<file path="src/rtl/fifo_uart_pkg.sv">
// fifo_uart_pkg: shared types and sizing helpers for the FIFO-draining UART
// transmitter.
//   state_t     : transmitter FSM states
//   frame_bits  : serial bits per frame (start + data + parity + stop)
//   cnt_width   : width of the per-bit clock down-counter
//   idx_width   : width of the bit index used within DATA and STOP
package fifo_uart_pkg;

    typedef enum logic [2:0] {
        S_IDLE,
        S_LOAD,
        S_START,
        S_DATA,
        S_PARITY,
        S_STOP
    } state_t;

    function automatic int unsigned frame_bits(input int unsigned data_w,
                                               input int unsigned parity_en,
                                               input int unsigned stop_bits);
        return 1 + data_w + parity_en + stop_bits;
    endfunction

    function automatic int unsigned cnt_width(input int unsigned clks_per_bit);
        return (clks_per_bit <= 2) ? 1 : $clog2(clks_per_bit);
    endfunction

    function automatic int unsigned idx_width(input int unsigned n_bits);
        return (n_bits <= 2) ? 1 : $clog2(n_bits);
    endfunction

endpackage

</file>
<file path="src/rtl/fifo_uart_tx_if.sv">
// fifo_uart_tx_if: FIFO read-port bundle between the FIFO and its reader.
//   fifo_empty : FIFO empty flag            (FIFO -> reader)
//   fifo_data  : FIFO data_out, valid the cycle after a pop (FIFO -> reader)
//   fifo_rd_en : one-cycle pop strobe       (reader -> FIFO)
// master = reader side, slave = FIFO side.
interface fifo_uart_tx_if #(
    parameter int unsigned DATA_W = 8
);
    logic              fifo_empty;
    logic [DATA_W-1:0] fifo_data;
    logic              fifo_rd_en;

    modport master (
        input  fifo_empty,
        input  fifo_data,
        output fifo_rd_en
    );

    modport slave (
        output fifo_empty,
        output fifo_data,
        input  fifo_rd_en
    );
endinterface

</file>
<file path="src/rtl/uart_bit_timer.sv">
// uart_bit_timer: per-bit down-counter for the serial transmitter.
//   clk, rst : clock, synchronous active-high reset (counter cleared)
//   load     : restart the count at CLKS_PER_BIT-1 (start of a frame)
//   bit_end  : high on the last clk cycle of the current serial bit
// The counter reloads itself at every bit boundary, so each bit is exactly
// CLKS_PER_BIT cycles and no error accumulates across a frame.
module uart_bit_timer #(
    parameter int unsigned CLKS_PER_BIT = 16,
    parameter int unsigned CNT_W        = 4
) (
    input  logic clk,
    input  logic rst,
    input  logic load,
    output logic bit_end
);
    localparam logic [CNT_W-1:0] RELOAD = CNT_W'(CLKS_PER_BIT - 1);

    logic [CNT_W-1:0] cnt_q;

    always_ff @(posedge clk) begin
        if (rst) begin
            cnt_q <= '0;
        end else if (load || (cnt_q == '0)) begin
            cnt_q <= RELOAD;
        end else begin
            cnt_q <= cnt_q - CNT_W'(1);
        end
    end

    assign bit_end = (cnt_q == '0);
endmodule

</file>
<file path="src/rtl/fifo_uart_tx.sv">
// fifo_uart_tx: pops bytes from the FIFO and sends each as an async serial
// frame: start bit, DATA_W data bits LSB first, optional parity, stop bits.
//   clk, rst   : clock, synchronous active-high reset
//   enable     : permits starting new frames (a running frame always finishes)
//   fifo       : FIFO read port (master modport: empty/data in, rd_en out)
//   tx         : registered serial line, idles high
//   busy       : high from the cycle after the pop through the last stop cycle
//   frame_done : one-cycle pulse on the last cycle of the final stop bit
module fifo_uart_tx
    import fifo_uart_pkg::*;
#(
    parameter int unsigned DATA_W       = 8,
    parameter int unsigned CLKS_PER_BIT = 16,
    parameter int unsigned STOP_BITS    = 1,
    parameter int unsigned PARITY_EN    = 0,
    parameter int unsigned PARITY_ODD   = 0
) (
    input  logic                 clk,
    input  logic                 rst,
    input  logic                 enable,
    fifo_uart_tx_if.master       fifo,
    output logic                 tx,
    output logic                 busy,
    output logic                 frame_done
);
    localparam int unsigned N     = frame_bits(DATA_W, PARITY_EN, STOP_BITS);
    localparam int unsigned CNT_W = cnt_width(CLKS_PER_BIT);
    localparam int unsigned IDX_W = idx_width(N);

    state_t            state_q, state_d;
    logic [DATA_W-1:0] shift_q, shift_d;
    logic [IDX_W-1:0]  bit_q, bit_d;
    logic              parity_q, parity_d;
    logic              tx_q, tx_d;
    logic              rd_en;
    logic              timer_load;
    logic              bit_end;
    logic              done;

    uart_bit_timer #(
        .CLKS_PER_BIT (CLKS_PER_BIT),
        .CNT_W        (CNT_W)
    ) u_timer (
        .clk     (clk),
        .rst     (rst),
        .load    (timer_load),
        .bit_end (bit_end)
    );

    always_ff @(posedge clk) begin
        if (rst) begin
            state_q  <= S_IDLE;
            shift_q  <= '0;
            bit_q    <= '0;
            parity_q <= 1'b0;
            tx_q     <= 1'b1;
        end else begin
            state_q  <= state_d;
            shift_q  <= shift_d;
            bit_q    <= bit_d;
            parity_q <= parity_d;
            tx_q     <= tx_d;
        end
    end

    always_comb begin
        state_d    = state_q;
        shift_d    = shift_q;
        bit_d      = bit_q;
        parity_d   = parity_q;
        rd_en      = 1'b0;
        timer_load = 1'b0;
        done       = 1'b0;

        case (state_q)
            S_IDLE: begin
                // rst gate keeps the pop strobe off during a reset cycle
                if (enable && !fifo.fifo_empty && !rst) begin
                    rd_en   = 1'b1;
                    state_d = S_LOAD;
                end
            end
            S_LOAD: begin
                shift_d    = fifo.fifo_data;
                bit_d      = '0;
                parity_d   = (^fifo.fifo_data) ^ (PARITY_ODD != 0);
                timer_load = 1'b1;
                state_d    = S_START;
            end
            S_START: begin
                if (bit_end) begin
                    state_d = S_DATA;
                end
            end
            S_DATA: begin
                if (bit_end) begin
                    shift_d = shift_q >> 1;
                    if (bit_q == IDX_W'(DATA_W - 1)) begin
                        bit_d   = '0;
                        state_d = (PARITY_EN != 0) ? S_PARITY : S_STOP;
                    end else begin
                        bit_d = bit_q + IDX_W'(1);
                    end
                end
            end
            S_PARITY: begin
                if (bit_end) begin
                    state_d = S_STOP;
                end
            end
            S_STOP: begin
                if (bit_end) begin
                    if (bit_q == IDX_W'(STOP_BITS - 1)) begin
                        bit_d   = '0;
                        done    = 1'b1;
                        state_d = S_IDLE;
                    end else begin
                        bit_d = bit_q + IDX_W'(1);
                    end
                end
            end
            default: state_d = S_IDLE;
        endcase

        // tx is registered: its next value is the line level of the state
        // being entered, so the line changes on the same edge as the state.
        case (state_d)
            S_START:  tx_d = 1'b0;
            S_DATA:   tx_d = shift_d[0];
            S_PARITY: tx_d = parity_d;
            default:  tx_d = 1'b1;
        endcase
    end

    assign fifo.fifo_rd_en = rd_en;
    assign tx              = tx_q;
    assign busy            = (state_q != S_IDLE);
    assign frame_done      = done;
endmodule

</file>
<file path="src/flat_wrapper.sv">
// flat-port wrapper written by rule: the top's interface ports become plain ports
module fifo_uart_tx_flat import fifo_uart_pkg::*;
#(
    parameter int unsigned DATA_W       = 8,
    parameter int unsigned CLKS_PER_BIT = 16,
    parameter int unsigned STOP_BITS    = 1,
    parameter int unsigned PARITY_EN    = 0,
    parameter int unsigned PARITY_ODD   = 0
)
  (clk, rst, enable, tx, busy, frame_done, fifo_fifo_empty, fifo_fifo_data, fifo_fifo_rd_en);
  fifo_uart_tx_if #(.DATA_W(DATA_W)) fifo_i ();
  input  logic clk;
  input  logic rst;
  input  logic enable;
  output logic tx;
  output logic busy;
  output logic frame_done;
  input wire logic [$bits(fifo_i.fifo_empty)-1:0] fifo_fifo_empty;
  input wire logic [$bits(fifo_i.fifo_data)-1:0] fifo_fifo_data;
  output wire logic [$bits(fifo_i.fifo_rd_en)-1:0] fifo_fifo_rd_en;
  assign fifo_i.fifo_empty = fifo_fifo_empty;
  assign fifo_i.fifo_data = fifo_fifo_data;
  assign fifo_fifo_rd_en = fifo_i.fifo_rd_en;
  fifo_uart_tx #(.DATA_W(DATA_W), .CLKS_PER_BIT(CLKS_PER_BIT), .STOP_BITS(STOP_BITS), .PARITY_EN(PARITY_EN), .PARITY_ODD(PARITY_ODD)) u_core (.clk(clk), .rst(rst), .enable(enable), .fifo(fifo_i), .tx(tx), .busy(busy), .frame_done(frame_done));
endmodule
</file>
<file path="config.mk">
export PLATFORM = sky130hd
export DESIGN_NAME = fifo_uart_tx_flat
export DESIGN_NICKNAME = d
export VERILOG_FILES = /design/src/rtl/fifo_uart_pkg.sv /design/src/rtl/fifo_uart_tx_if.sv /design/src/rtl/uart_bit_timer.sv /design/src/rtl/fifo_uart_tx.sv /design/src/flat_wrapper.sv
export SDC_FILE = /design/constraint.sdc
export NUM_CORES = 1
export LEC_CHECK = 0
export ABC_AREA = 1
export ABC_CLOCK_PERIOD_IN_PS = 4800
export CAP_MARGIN = 25
export CELL_PAD_IN_SITES_DETAIL_PLACEMENT = 1
export CELL_PAD_IN_SITES_GLOBAL_PLACEMENT = 1
export CORE_MARGIN = 3
export CORE_UTILIZATION = 40
export CTS_BUF_LIST = sky130_fd_sc_hd__clkbuf_16
export DETAILED_ROUTE_END_ITERATION = 16
export PLACE_DENSITY_LB_ADDON = 0.1
export SLEW_MARGIN = 20
export SYNTH_ARGS = -nofsm -noshare
export SYNTH_HDL_FRONTEND = slang
export SYNTH_HIERARCHICAL = 1
export SYNTH_SLANG_ARGS = --single-unit
</file>
<file path="constraint.sdc">
create_clock -name clk -period 4.8 [get_ports clk]
set_input_delay 0.96 -clock clk [delete_from_list [all_inputs] [get_ports clk]]
set_output_delay 0.96 -clock clk [all_outputs]
set_load 0.05 [all_outputs]
</file>
==> results.md <==
Global route:
- Summed over all layers, the global routing overflow is 0.
- The global-route wire length before repair is 5730 um.
- Entering global routing, the biggest net connects 17 pins.
- The via count of the first global-routing pass was 1405.
- The number of antenna violations at the first check in global routing is 0.
- Global routing consumed, over all layers together, 17.8% of the routing resources.

Final layout:
- The multi-input combinational cells in the finished layout cover a total of 711 sq um.
- In the final design database the tool counted 240 nets.
- The storage element area is 420 sq um.
- The area growth from synthesis to layout is 21.0%.
- In the final layout, the share of cells above drive strength 1 is 6.70%.
- The total of fill cells in the finished design is around 420.
- The number of diodes is 0.
- The number of non-filler instances in the completed layout is 266.
- Cells fill 53.3% of the core in the end.

Timing:
- Setup repair after global routing left no endpoint under its margin.
- After routing, the total negative slack on setup checks comes to 0 ns.
- The hold slack is 0.467 ns.
- The count of pins over their slew limit was 0.
- The minimum clock period after layout is 3.70 ns.
- The final worst slack is 1.10 ns.
- For the pin with the worst max-slew slack, the measured transition is ~0.63 ns.
- For the final database, setup skew stands at 0.00338 ns.
- Static timing analysis puts the maximum clock frequency at ~270 MHz.
- In the finished design, the share of the clock period the worst path needs comes to 77.1%.
- The count of endpoints failing setup in the final report is 0.
- The remaining max-slew budget at the tightest pin is between 50 and 60%.
- The final hold violation count is 0.

Setup path:
- The type of the worst setup path is flip-flop to primary output.
- For flop-to-flop paths, the worst setup slack is 2.45 ns.
- Tracing the worst setup path back leads to its startpoint at u_core/u_timer/cnt_q[0].
- The number of cells on the worst reg-to-reg path is 12.
- The critical register-to-register path endpoint is u_core/tx.
- Of all nets on the critical path, the largest fanout is 10.
- The worst register-to-register path begins at u_core/u_timer/cnt_q[0].
- The startpoint type of the worst setup path is a flip-flop.
- The arrival time at the worst endpoint is 2.74 ns.
- STA classifies the critical path endpoint as a primary output.
- At the worst endpoint, the required time is 3.84 ns.

Synthesis:
- The sequential cell area fraction in the yosys report is 32.9%.
- The netlist area before placement is 1280 sq um.
- Synthesis produced ~210 cells.
- The number of distinct library cell variants in the gate-level netlist after synthesis is 28.
- A synthesized cell averages 6.17 sq um.
- The number of nets handed over by synthesis was 222.
- The warning count from the yosys run is 6.
- In this run, synthesis produced a sequential element count of 21.

Floorplan:
- The area of the core is 2900 sq um.
- The die is 62.5 um tall.
- The initial utilization of the core area, before any placement, comes to 44.0%.
- The die covers 3910 sq um.
- The I/O pin total is 16.
- The x dimension of the die is 62.5 um.
- The row count is 19.

Power and ir drop:
- IR analysis of the VDD net gives a maximum drop of 0.206 mV.
- Power spread over the standard cell area amounts to 303 nW/um^2.
- The leakage power summed over all cells is ~0.79 nW.

Hold path:
- The class of the most critical hold timing path is flip-flop to flip-flop.
- The startpoint identified for the worst hold timing path is u_core/u_timer/cnt_q[0].
- The worst hold path terminates at u_core/u_timer/cnt_q[0].
- Counting instances, the worst hold path has a depth of 3.

Clock tree:
- The maximum level of the CTS H-tree is 1.
- The register clock-pin slew on the reported worst setup and hold paths is 0.06 ns.
- For this design, the sink count on the clock tree is 21.
- For the worst-skew pair, the clock arrives at the later sink with an insertion delay of 0.25 ns.
- The clock passes through at most 2 buffers.
- The clock buffer count from CTS is 3.
- The post-cts resize count is 0.
- The clock tree from TritonCTS is yes.
- The master cell of the clock root buffer is sky130_fd_sc_hd__clkbuf_16.
- Once the clock tree was built, the setup fixing pass inserted 0 buffers.
- In this run, post-CTS hold repair placed 0 buffers.

Detailed routing:
- The detailed router placed 1329 vias in this run.
- The top routing layer in use is met4.
- The routed wirelength normalized by instance count is roughly 12 um.
- The met3 layer wire length in the routed design is 83 um.
- The sum of routed wire segments on met1 is 1420 um.
- The sum of met2 wire segment lengths after detailed routing is 1610 um.
- In the routed layout, each cell is associated on average with a via count of approximately 5.0.
- Wires add up to 3170 um.
- After detailed routing, the number of remaining DRC violations is 0.
- The post-route antenna net violation count is 0.
- The starting DRC count in detailed routing is 48.
- The first detailed-routing pass ran for 4 iterations.

Placed design:
- The placed cell count is 262.
- Routability-driven placement finished with a final weighted congestion of 0.834.
- The setup slack after placement is 1.16 ns.
- The total of buffers placed on input and output ports is 15.
- The detailed-placement wirelength estimate is 2590 um.

Run:
- The number of max-capacitance violations reported is 0.

Status:
- The run finished with clean final reports.
-- layout make-up --
cell class / count / share of cell area, %
multi-input cells: 150 / 46.0
repair buffers: 16 / 10.2
clock inverters: 1 / 0.324
clock buffers: 3 / 4.86
well taps: 42 / 3.40
inverters: 33 / 8.02
flip-flops and latches: 21 / 27.2
-- logic make-up (layout without fill, tap and decap cells) --
kind of cell             Yosys count  count (layout)  share of synthesized area, %
flip-flops                        21              21                          32.9
AND/OR/NAND/NOR                  118             118                          39.9
buffers and inverters             36              53                          11.5
XOR/XNOR                           1               1                         0.686
adder cells (fa/ha/maj)            3               3                          2.94
AO/OA/AOI/OAI                     28              28                          12.1
-- through the flow --
stage | area, sq um | power, mW
6_report | 1550 | 0.468
2_1_floorplan | 1280 | 0.269
5_1_grt | 1550 | 0.499
3_3_place_gp | 1470 | 0.292
3_5_place_dp | 1470 | 0.299
4_1_cts | 1550 | 0.476
-- cell usage after synthesis (all sizes together) --
cell | instances | share of area, %
a21boi | 1 | 0.88
a21oi | 14 | 5.8
a31o | 1 | 0.69
a31oi | 1 | 0.49
buf | 2 | 1.5
clkbuf | 1 | 0.29
dfxtp | 21 | 33
ha | 3 | 2.9
inv | 33 | 9.7
nand2 | 68 | 20
nand3 | 20 | 9.2
nand3b | 1 | 0.59
nand4 | 2 | 0.98
nor2 | 23 | 7.0
nor3 | 1 | 0.39
nor3b | 1 | 0.59
o21ai | 11 | 4.3
or2 | 2 | 0.98
xor2 | 1 | 0.69
-- per-layer routing --
metal	GRT usage, %	vias to the layer above
met1	19.1	624
met5	0	-
li1	-	683
met3	2.16	5
met4	9.09	0
met2	33.7	17
-- layout by cell type (no fill, tap or decap), types with 3 or more instances in the layout --
cell                              Yosys  layout
sky130_fd_sc_hd__nand2_1             67      67
sky130_fd_sc_hd__inv_1               31      31
sky130_fd_sc_hd__nor2_1              22      22
sky130_fd_sc_hd__dfxtp_1             21      21
sky130_fd_sc_hd__nand3_1             18      18
sky130_fd_sc_hd__clkdlybuf4s50_1      0      15
sky130_fd_sc_hd__a21oi_1             13      13
sky130_fd_sc_hd__o21ai_0              9       9
sky130_fd_sc_hd__clkbuf_16            0       3
sky130_fd_sc_hd__ha_1                 3       3
-- power breakdown --
group	internal (mW)	switching, mW
combinational	0.0370	0.0620
clock	0.112	0.0620
sequential	0.186	0.00940
-- flip-flops by register name, summed over array words and instances, names as in the netlist --
signal                cells
u_core/state_q            3
u_core/tx                 1
u_core/parity_q           1
u_core/u_timer/cnt_q      4
u_core/shift_q            8
u_core/bit_q              4
-- worst max-delay path, cell delays in order (launching register included) --
cell and delay [ns]:
sky130_fd_sc_hd__dfxtp_1 0.31, sky130_fd_sc_hd__inv_1 0.08, sky130_fd_sc_hd__ha_1 0.20, sky130_fd_sc_hd__inv_1 0.06, sky130_fd_sc_hd__or2_1 0.22, sky130_fd_sc_hd__nor2_1 0.49, sky130_fd_sc_hd__nand3_1 0.19, sky130_fd_sc_hd__nor2_1 0.12
sky130_fd_sc_hd__clkdlybuf4s50_1 0.80
-- worst max path at each step --
stage                                 end  slack, ns  depth (start not counted)
final                          frame_done       1.10                          8
after global routing           frame_done       0.85                          8
after CTS                      frame_done       1.09                          8
after detailed placement  fifo_fifo_rd_en       1.16                          6
after global placement    fifo_fifo_rd_en       1.19                          6
after floorplan                frame_done       2.06                          8
(Power assumes the default switching activity.)
